==> src/rtl/uart_tx_parity_framer.sv <==
// uart_tx_parity_framer: serialises a word as start, LSB-first data, optional parity
// and 1 or 2 stop bits, with an internal baud divider and a valid/ready input.
module uart_tx_parity_framer #(
    parameter int DATA_WIDTH   = 8,
    parameter int CLKS_PER_BIT = 868,
    parameter int CNT_W        = $clog2(CLKS_PER_BIT)
) (
    input  logic                  clk,
    input  logic                  rst,
    input  logic [DATA_WIDTH-1:0] tx_data,
    input  logic                  tx_valid,
    output logic                  tx_ready,
    input  logic [2:0]            parity_mode,
    input  logic                  two_stop,
    output logic                  tx_out,
    output logic                  busy,
    output logic                  parity_bit
);
    localparam int IDX_W = $clog2(DATA_WIDTH);
    localparam logic [CNT_W-1:0] LAST     = CNT_W'(CLKS_PER_BIT - 1);
    localparam logic [IDX_W-1:0] IDX_LAST = IDX_W'(DATA_WIDTH - 1);

    typedef enum logic [2:0] {IDLE, START, DATA, PARITY, STOP} state_t;

    state_t                state_q, state_d;
    logic [CNT_W-1:0]      cnt_q, cnt_d;
    logic [IDX_W-1:0]      idx_q, idx_d;
    logic [DATA_WIDTH-1:0] data_q, data_d;
    logic                  par_en_q, par_en_d;
    logic                  two_stop_q, two_stop_d;
    logic                  parity_bit_q, parity_bit_d;
    logic                  tick, accept;

    assign tick   = cnt_q == LAST;
    assign accept = state_q == IDLE && tx_valid;

    always_ff @(posedge clk) begin
        if (rst) begin
            state_q      <= IDLE;
            cnt_q        <= '0;
            idx_q        <= '0;
            data_q       <= '0;
            par_en_q     <= 1'b0;
            two_stop_q   <= 1'b0;
            parity_bit_q <= 1'b0;
        end else begin
            state_q      <= state_d;
            cnt_q        <= cnt_d;
            idx_q        <= idx_d;
            data_q       <= data_d;
            par_en_q     <= par_en_d;
            two_stop_q   <= two_stop_d;
            parity_bit_q <= parity_bit_d;
        end
    end

    always_comb begin
        state_d = state_q;
        case (state_q)
            IDLE:    state_d = tx_valid ? START : IDLE;
            START:   state_d = tick ? DATA : START;
            DATA:    if (tick && idx_q == IDX_LAST) state_d = par_en_q ? PARITY : STOP;
            PARITY:  state_d = tick ? STOP : PARITY;
            STOP:    if (tick && idx_q == IDX_W'(two_stop_q)) state_d = IDLE;
            default: state_d = IDLE;
        endcase
        cnt_d        = (state_q == IDLE || tick) ? '0 : cnt_q + 1'b1;
        // idx counts data bits in DATA and stop periods in STOP; cleared on every state change
        idx_d        = (state_d != state_q) ? '0 : (tick ? idx_q + 1'b1 : idx_q);
        data_d       = accept ? tx_data : data_q;
        par_en_d     = accept ? (parity_mode inside {[3'd1:3'd4]}) : par_en_q;
        two_stop_d   = accept ? two_stop : two_stop_q;
        parity_bit_d = accept ? (parity_mode == 3'd1 ? ^tx_data :
                                 parity_mode == 3'd2 ? ~^tx_data :
                                 parity_mode == 3'd3) : parity_bit_q;
    end

    always_comb begin
        tx_ready   = state_q == IDLE;
        busy       = state_q != IDLE;
        parity_bit = parity_bit_q;
        tx_out     = state_q == START  ? 1'b0 :
                     state_q == DATA   ? data_q[idx_q] :
                     state_q == PARITY ? parity_bit_q : 1'b1;
    end
endmodule

==> config.mk <==
export PLATFORM = sky130hd
export DESIGN_NAME = uart_tx_parity_framer
export DESIGN_NICKNAME = d
export VERILOG_FILES = /design/src/rtl/uart_tx_parity_framer.sv
export SDC_FILE = /design/constraint.sdc
export NUM_CORES = 1
export LEC_CHECK = 0
export CAP_MARGIN = 20
export CELL_PAD_IN_SITES_DETAIL_PLACEMENT = 1
export CELL_PAD_IN_SITES_GLOBAL_PLACEMENT = 2
export CORE_ASPECT_RATIO = 0.9
export CORE_MARGIN = 4
export CORE_UTILIZATION = 32
export CTS_CLUSTER_DIAMETER = 120
export DETAILED_ROUTE_END_ITERATION = 8
export PLACE_DENSITY_LB_ADDON = 0.1
export SETUP_SLACK_MARGIN = 0.5
export SLEW_MARGIN = 30
export SYNTH_ARGS = -nofsm -noshare
export SYNTH_HDL_FRONTEND = slang
export SYNTH_SLANG_ARGS = --single-unit
==> constraint.sdc <==
create_clock -name clk -period 2.3 [get_ports clk]
set_input_delay 0.46 -clock clk [delete_from_list [all_inputs] [get_ports clk]]
set_output_delay 0.46 -clock clk [all_outputs]
set_load 0.02 [all_outputs]
== Word level (Yosys, flattened, before mapping) ==
Cells that the tools add are included.
Word-level totals
  latch bits: 0
  logic and storage cells: 48
  register bits: 27
  memory bits (read-only): 0
  memories kept: 0
  output and inout bits: 4
  RAM bits: 0
Operators by class
  mux-type cells: 14
  eq/ne operators: 11
  shift-type cells: 0
  $mul: 0
  add/sub/neg operators: 2
  div/mod/pow operators: 0
  magnitude comparators: 3
  reduce and logical (&&, ||, !) cells: 11
  bitwise gates (word level): 0
Operators by type and width (count)
  3-bit case mux with 5 select lines: 1
  3-bit by 2-bit equality test with 1-bit output, second input constant: 4
  3-bit two-way mux: 4
  10-bit by 1-bit adder with 10-bit output, second input constant: 1
  10-bit equality test, second input constant: 1
  8-bit XNOR reduction: 1
  8-bit parity: 1
  1-bit two-way mux: 7
  3-bit by 1-bit equality test with 1-bit output, second input constant: 2
  3-bit equality test, second input constant: 2
  1-bit logical AND: 4
  3-bit by 4-bit < comparator with 1-bit output, second input constant: 1
  2-bit OR reduction: 2
  3-bit by 1-bit adder with 3-bit output, second input constant: 1
  1-bit binary-select mux with 3-bit select: 1
  3-bit by 1-bit equality test with 1-bit output: 1
  3-bit by 1-bit greater-or-equal comparator with 1-bit output, second input constant: 1
  3-bit less-or-equal comparator, second input constant: 1
  3-bit logical NOT: 1
  3-bit != test: 1
  3-bit nonzero test: 1
  2-bit two-way mux: 1
  1-bit logical OR: 1

== Depth between registers and ports, before layout ==
Gate-level depths: netlist of run 1.
  depth in word-level cells: 6
  depth in mapped cells: 7
  mapped depth without buffers: 7

== Worst setup path after synthesis of run 1 ==
No wires, ideal clock.
  path kind: register -> output
  from: register state_q[0]
  to: output busy
  data arrival time: 1391 ps
  cell stages (with the launch flop): 4
  buffers on the path: 1
  setup slack: 449 ps
  required time: 1840 ps
  cells stage by stage: dfxtp_1 -> clkbuf_1 -> nor3_1 -> inv_1
On the way
  word-level cells in the longest chain between the ends: 1
Ends and longest elaborated chain
  start, declared: line 25  | state_t state_q, state_d;
  start signal, assigned: line 47  | state_q <= state_d;
  3-bit nonzero test: line 80  | busy = state_q != IDLE;
  end, declared: line 16  | output logic busy,
No other way between the ends.

== Worst setup path after layout of run 1 ==
  from: register idx_q[0]
  to: output tx_out
On the way
  word-level cells in the longest chain between the ends: 4
Ends and longest elaborated chain
  start, declared: line 27  | logic [IDX_W-1:0] idx_q, idx_d;
  start signal, assigned: line 49  | idx_q <= idx_d;
  1-bit binary-select mux with 3-bit select: line 83  | state_q == DATA ? data_q[idx_q] :
  1-bit two-way mux (not written as such): line 83
  1-bit two-way mux: line 83
  1-bit two-way mux: line 82  | tx_out = state_q == START ? 1'b0 :
  end, declared: line 15  | output logic tx_out,
No other way between the ends. The select of a mux whose other input is x is not followed.

==> results of run 1 <==
==> worst paths after layout <==
check | from | endpoint | slack [ps] | cells past startpoint
setup / recovery | idx_q[0] | tx_out | 150 | 6
hold / removal | data_q[7] | data_q[7] | 460 | 2
setup reg to reg | cnt_q[1] | idx_q[0] | 400 | 6
hold reg to reg | data_q[7] | data_q[7] | 460 | 2
==> report_power, final <==
group          internal (mW)  switching (mW)  total (mW)
combinational         0.0735          0.0751       0.149
clock                  0.123           0.163       0.286
sequential             0.480         0.00860       0.488
total                  0.677           0.247       0.923
==> cells in the final DEF, fill, tap and decap left out, types with 2 or more instances in the layout <==
cell / n
dfxtp_2: 3
dfxtp_4: 2
nand2_1: 28
xnor2_1: 13
mux4_2: 2
nor3_1: 4
nor2_1: 17
clkbuf_8: 3
o41ai_1: 2
clkdlybuf4s50_1: 14
buf_4: 10
ha_1: 2
dfxtp_1: 22
buf_6: 3
nand3_1: 6
xor2_1: 4
inv_1: 5
mux2i_1: 4
a21oi_1: 15
and3_1: 3
==> per-layer routing <==
metal / global-route usage (%) / vias up
met4: 4.829 / 0
met1: 18.27 / 585
met5: 0 / -
met2: 22.24 / 21
met3: 3.351 / 5
li1: - / 595
==> through the flow <==
step,hold WS (ps),area [um2],utilization (%)
after floorplan,429.7,1374,-
after global placement,440.1,1624,39.60
after detailed placement,447.9,1624,39.60
after CTS,462.5,1718,41.89
after global routing,496.1,1768,43.11
final,462.2,1768,43.11
==> sequential cells by signal, summed over array words and instances (netlist names) <==
signal / flops
idx_q: 3
cnt_q: 10
state_q: 3
par_en_q: 1
parity_bit: 1
data_q: 8
two_stop_q: 1
==> tightest hold or removal path, delay by kind of cell (launching register included) <==
family             cells  cell delay, ps
DFF                    1             320
and+or+nand+nor        1              50
AOI/OAI and AO/OA      1              50
==> timing repair <==
action | CTS | global route
setup endpoints to repair | 18 | 16
endpoints found under the hold margin | 0 | 0
buffers inserted | 2 | 5
pin swaps | 2 | 5
gates resized for setup | 19 | 6
==> layout make-up <==
type | count | area share, %
clock inverter | 1 | 0.4246
clock buffer | 3 | 2.335
sequential | 27 | 31.21
timing repair buffer | 30 | 15.57
inverter | 5 | 1.062
tap | 48 | 3.397
multi-input combinational | 119 | 46.00
==> logic make-up after synthesis <==
| logic type | Yosys count | synth area share (%) |
|---|---|---|
| DFF | 27 | 39.52 |
| AOI/OAI and AO/OA | 25 | 11.99 |
| buffers and inverters | 12 | 3.385 |
| muxes | 6 | 6.221 |
| adders and majority gates | 3 | 2.745 |
| xor gates and xnor gates | 17 | 10.89 |
| and+or+nand+nor | 68 | 25.25 |
==> flow_summary_export.csv, run 1 <==
group,metric,value,unit
grt,grt_max_degree,17,
setup_path,worst-path-max-fanout,3,
synthesis,synthArstFlopShare,0,%
finish,register_area,551.8,um2
grt,grt_pass1_vias,1254,
finish,fin_nets,204,
min_path,hold_path_class,"flop to flop",
setup_path,start_kind,"flop",
run_status,status,"completed",
clocking,clock-sinks,27,
floorplan,start_util,33.34,%
finish,fin_cells,233,
detailed_routing,vias,1206,
finish,nFillCells,491,
detailed_routing,drt.antenna.violating_nets,0,
setup_path,critPathTopFamily,"multiplexers",
clocking,holdBufCountCts,0,
timing,tightest_slew,492.5,ps
detailed_routing,met1_length,1.708,mm
floorplan,die-width,76.91,um
grt,antenna_found_initial,0,
synthesis,post-synth-top-count-cell,"nand2_1",
floorplan,die_h,70.02,um
timing,fmax,465.6,MHz
floorplan,coreArea,4101,um2
setup_path,crit_top_cell,"nand2_1",
setup_path,crit_buf_inv,1,
grt,grt_use_total,13.93,%
detailed_routing,post_drt_wl_per_cell,15.32,um
timing,fin_crit,2148,ps
power_and_ir_drop,power.leakage,0.7098,nW
timing,period_share,93.39,%
placement,place_ws,34.68,ps
grt,grt_pass1_wl,5.996,mm
synthesis,synthFlopType,"dfxtp_1",
synthesis,ys_warn_count,0,
synthesis,yosys-top-cells-count,"28 x nand2_1, 27 x dfxtp_1, 17 x nor2_1",
placement,numPortBuffers,18,
timing,setup_viol_count_final,0,
clocking,clock_latency,280,ps
floorplan,top_level_ports,19,
synthesis,synth.area.top_cells,"dfxtp_1 40%, xnor2_1 8.3%, nand2_1 7.7%, a21oi_1 5.9%, nor2_1 4.7%",
synthesis,synth_edf_count,0,
detailed_routing,drtIter0Drc,73,
finish,multiInputGateArea,813.3,um2
detailed_routing,vias_per_cell,5.176,
timing,fin_skew,1.409,ps
synthesis,synth_cell_types,32,
detailed_routing,top_layer_used,"met4",
synthesis,syn_area_per_cell,8.655,um2
job,maxCapViolCount,0,
setup_path,slowest_delay,500,ps
placement,dp_hpwl,2.617,mm
synthesis,synth-seq-area-share,39.52,%
floorplan,fp-row-count,22,
detailed_routing,met2_length,1.677,mm
finish,syn2layout_area_growth,29.28,%
power_and_ir_drop,total_power,0.9234,mW
placement,dpl.cell_count,222,
setup_path,cp_data_required_time,1840,ps
synthesis,synth_seq_cells,27,
setup_path,critPathKind,"flop to primary output",
synthesis,synth_cells,158,
power_and_ir_drop,power_density,522.3,nW/um2
floorplan,die_area,5385,um2
timing,layout_setup_ws,152.0,ps
clocking,cts-root-buf,"clkbuf_8",
clocking,cts_buffer_depth,2,
finish,drive_gt1_share,20.00,%
setup_path,cp.arrival,1690,ps
setup_path,critPathSlowestCell,"mux4_2",
finish,num_antenna_cells,0,
synthesis,syn_area,1368,um2
clocking,clk_pin_slew,100,ps
power_and_ir_drop,vdd_drop_max,0.0002470,V
detailed_routing,wl_met3,140,um
setup_path,cp-end-kind,"primary output",
placement,gp_congestion,0.7572,
timing,maxSlewViolCount,0,
detailed_routing,drtPass1Iterations,4,
synthesis,synth_top_area_share,39.52,%
synthesis,yosysTopAreaCell,"dfxtp_1",
timing,finalHoldViolations,0,
setup_path,path_cells,"mux4_2, mux2i_1, nand3_1, nand2_1, nand2_1, buf_6",
grt,grt_overflow,0,
synthesis,syn-num-nets,176,
clocking,cts_buffers,3,
timing,rsz0062_at_grt,"yes",
clocking,cts_tree,"yes",
timing,finalSetupTns,0,ps
detailed_routing,wl,3.569,mm
detailed_routing,drc,0,
clocking,cts.htree.levels,1,
timing,relSlewSlack,67.09,%
Note: power is estimated with default switching activity, not from simulation.
==> run 2, diff against run 1 <==
--- a/config.mk
+++ b/config.mk
@@ -10,7 +10,7 @@
 export CELL_PAD_IN_SITES_GLOBAL_PLACEMENT = 2
 export CORE_ASPECT_RATIO = 0.9
 export CORE_MARGIN = 4
-export CORE_UTILIZATION = 32
+export CORE_UTILIZATION = 28
 export CTS_CLUSTER_DIAMETER = 120
 export DETAILED_ROUTE_END_ITERATION = 8
 export PLACE_DENSITY_LB_ADDON = 0.1
==> constraint.sdc (replaced) <==
create_clock -name clk -period 1.8 [get_ports clk]
set_input_delay 0.36 -clock clk [delete_from_list [all_inputs] [get_ports clk]]
set_output_delay 0.36 -clock clk [all_outputs]
set_load 0.02 [all_outputs]
==> run 2 against run 1 <==
The flow now finishes with violations (negative setup slack). Global-route usage up 0.94 points. Cell count increased by 11%. First-iteration DRC count down 22%. Design area up 21%. Non-clock buffer count grew 10. Utilization rose by 3.5 points. Via count increased by 5.0%. Routed wire length grew 14%. Sequential share of layout area is 5.0 points lower. Hold slack worse by 100 ps. Highest routed layer unchanged.
==> flow_summary_export.csv, run 2 (same netlist as run 1, synthesis figures left out) <==
group,metric,value,unit
finish,final_cell_mix,"21 x dfxtp_1, 16 x nand2_1, 15 x buf_4, 13 x a21oi_2",
finish,top_regs,"cnt_q (10), data_q (8)",
job,maxCapViolCount,0,
detailed_routing,drtIter0Drc,57,
placement,numPortBuffers,18,
grt,grt_overflow,0,
timing,period_share,111.3,%
finish,final_area,2131,um2
grt,grt_pass1_wl,6.748,mm
finish,fin_cells,258,
setup_path,cp-end-kind,"primary output",
power_and_ir_drop,power.leakage,0.8483,nW
finish,fin_nets,215,
clocking,cts.htree.levels,1,
floorplan,die_h,74.30,um
detailed_routing,drt.antenna.violating_nets,0,
floorplan,top_level_ports,19,
floorplan,start_util,29.89,%
timing,rsz0062_at_grt,"yes",
finish,largest_register_ffs,10,
placement,dp_hpwl,2.842,mm
placement,placed_area,1753,um2
run_status,failed_checks,"negative setup slack",
setup_path,critPathSlowestCell,"mux4_2",
power_and_ir_drop,vdd_drop_max,0.0002818,V
grt,grt_max_degree,17,
setup_path,cp_data_required_time,1440,ps
finish,final_common_cell,"dfxtp_1",
detailed_routing,vias_per_cell,4.907,
timing,fmax,499.1,MHz
grt,grt_use_total,14.87,%
finish,regMostFlops,"cnt_q",
power_and_ir_drop,pwr-share-clk,28.1,%
clocking,clock_latency,280,ps
timing,layout_setup_ws,-203.4,ps
finish,drive_gt1_share,54.08,%
power_and_ir_drop,total_power,1.246,mW
floorplan,die_area,6068,um2
detailed_routing,post_drt_wl_per_cell,15.83,um
grt,antenna_found_initial,0,
finish,fin_util,46.57,%
placement,dpl.cell_count,244,
timing,fin_crit,2003,ps
finish,syn2layout_area_growth,55.81,%
timing,finalHoldViolations,0,
run_status,status,"finished with violations",
timing,tightest_slew,351.1,ps
power_and_ir_drop,sequentialPowerShare,50.1,%
finish,nFillCells,520,
floorplan,fp-row-count,23,
power_and_ir_drop,internal_power,0.8977,mW
clocking,clock-sinks,27,
power_and_ir_drop,power_density,584.8,nW/um2
floorplan,die-width,81.67,um
timing,relSlewSlack,76.41,%
power_and_ir_drop,switchingPower,0.3484,mW
clocking,clk_pin_slew,90,ps
setup_path,worst-path-max-fanout,3,
power_and_ir_drop,p_sw_share,27.96,%
clocking,cts_buffers,3,
detailed_routing,wl,4.083,mm
timing,fin_skew,6.655,ps
setup_path,path_cells,"mux4_2, mux2i_1, nand3_1, nand2_1, nand2_2, buf_6",
floorplan,coreArea,4576,um2
setup_path,critPathKind,"flop to primary output",
setup_path,cp.arrival,1640,ps
clocking,cts-root-buf,"clkbuf_8",
timing,setup_viol_count_final,1,
clocking,cts_buffer_depth,2,
detailed_routing,vias,1266,
grt,grt_pass1_vias,1328,
finish,num_antenna_cells,0,
min_path,hold_path_class,"input port to flop",
timing,maxSlewViolCount,0,
detailed_routing,drtPass1Iterations,4,
detailed_routing,drc,0,
power_and_ir_drop,pwr-share-comb,21.7,%
setup_path,slowest_delay,490,ps
timing,finalSetupTns,-203.4,ps
clocking,cts_tree,"yes",
setup_path,start_kind,"flop",
placement,gp_congestion,0.7796,
-- run 2: cell types whose count changed in the layout (fill, tap and decap cells not counted), moves of 5 or more --
| cell | delta |
|---|---|
| a21oi_1 | -12 |
| a21oi_2 | +12 |
| buf_2 | +8 |
| buf_4 | +5 |
| buf_6 | +6 |
| clkdlybuf4s50_1 | -9 |
| nand2_1 | -12 |
| nand2_4 | +7 |
| nor2_1 | -8 |
-- run 2: power by group through the flow --
stage          Sequential [mW]  Clock, mW  Combinational, mW
2_1_floorplan            0.638          0              0.120
5_1_grt                  0.628      0.401              0.292
6_report                 0.625      0.351              0.271
3_5_place_dp             0.642          0              0.201
3_3_place_gp             0.641          0              0.196
4_1_cts                  0.625      0.370              0.248
-- run 2: layout make-up --
cell class	instances	area, um2	area share (%)
flip-flops and latches	27	558.0	26.19
multi-input cells	120	1092	51.26
repair buffers	40	337.8	15.85
clock buffers	3	41.29	1.938
inverters	5	18.77	0.8808
clock inverters	1	5.005	0.2349
well taps	62	77.57	3.641
-- run 2: what timing repair did --
action	in CTS	in global routing
setup buffers	8	0
hold buffers	0	0
gates cloned	2	0
pin swaps	20	17
setup endpoints to repair	31	30
resized for setup	94	35
-- run 2: path summary, 6_finish.rpt --
path | startpoint | end | slack [ps] | cells after the start
setup / recovery | idx_q[0] | tx_out | -200 | 6
hold reg to reg | data_q[4] | data_q[4] | 470 | 2
setup reg to reg | idx_q[0] | idx_q[0] | 20 | 7
hold / removal | tx_data[0] | data_q[0] | 360 | 3
-- run 2: through the flow --
| stage | hold WS, ps | worst slack [ps] |
|---|---|---|
| 2_1_floorplan | 429.2 | 232.9 |
| 3_3_place_gp | 444.8 | -318.3 |
| 3_5_place_dp | 449.3 | -316.5 |
| 4_1_cts | 352.5 | -225.3 |
| 5_1_grt | 347.4 | -291.9 |
| 6_report | 359.3 | -203.4 |
-- run 2: routing by layer --
layer  track usage [%]  vias up  share of wire, %
met3             1.816        4               2.1
met5                 0        -                 0
met2             24.50       15                49
li1                  -      623                 -
met4             5.535        0               1.4
met1             20.01      624                47
-- run 2: critical path, delay by kind of cell, from the launching register on --
family                 cells  cell delay (ps)
and+or+nand+nor            3              230
DFF                        1              370
muxes                      2              640
buffers and inverters      1              130
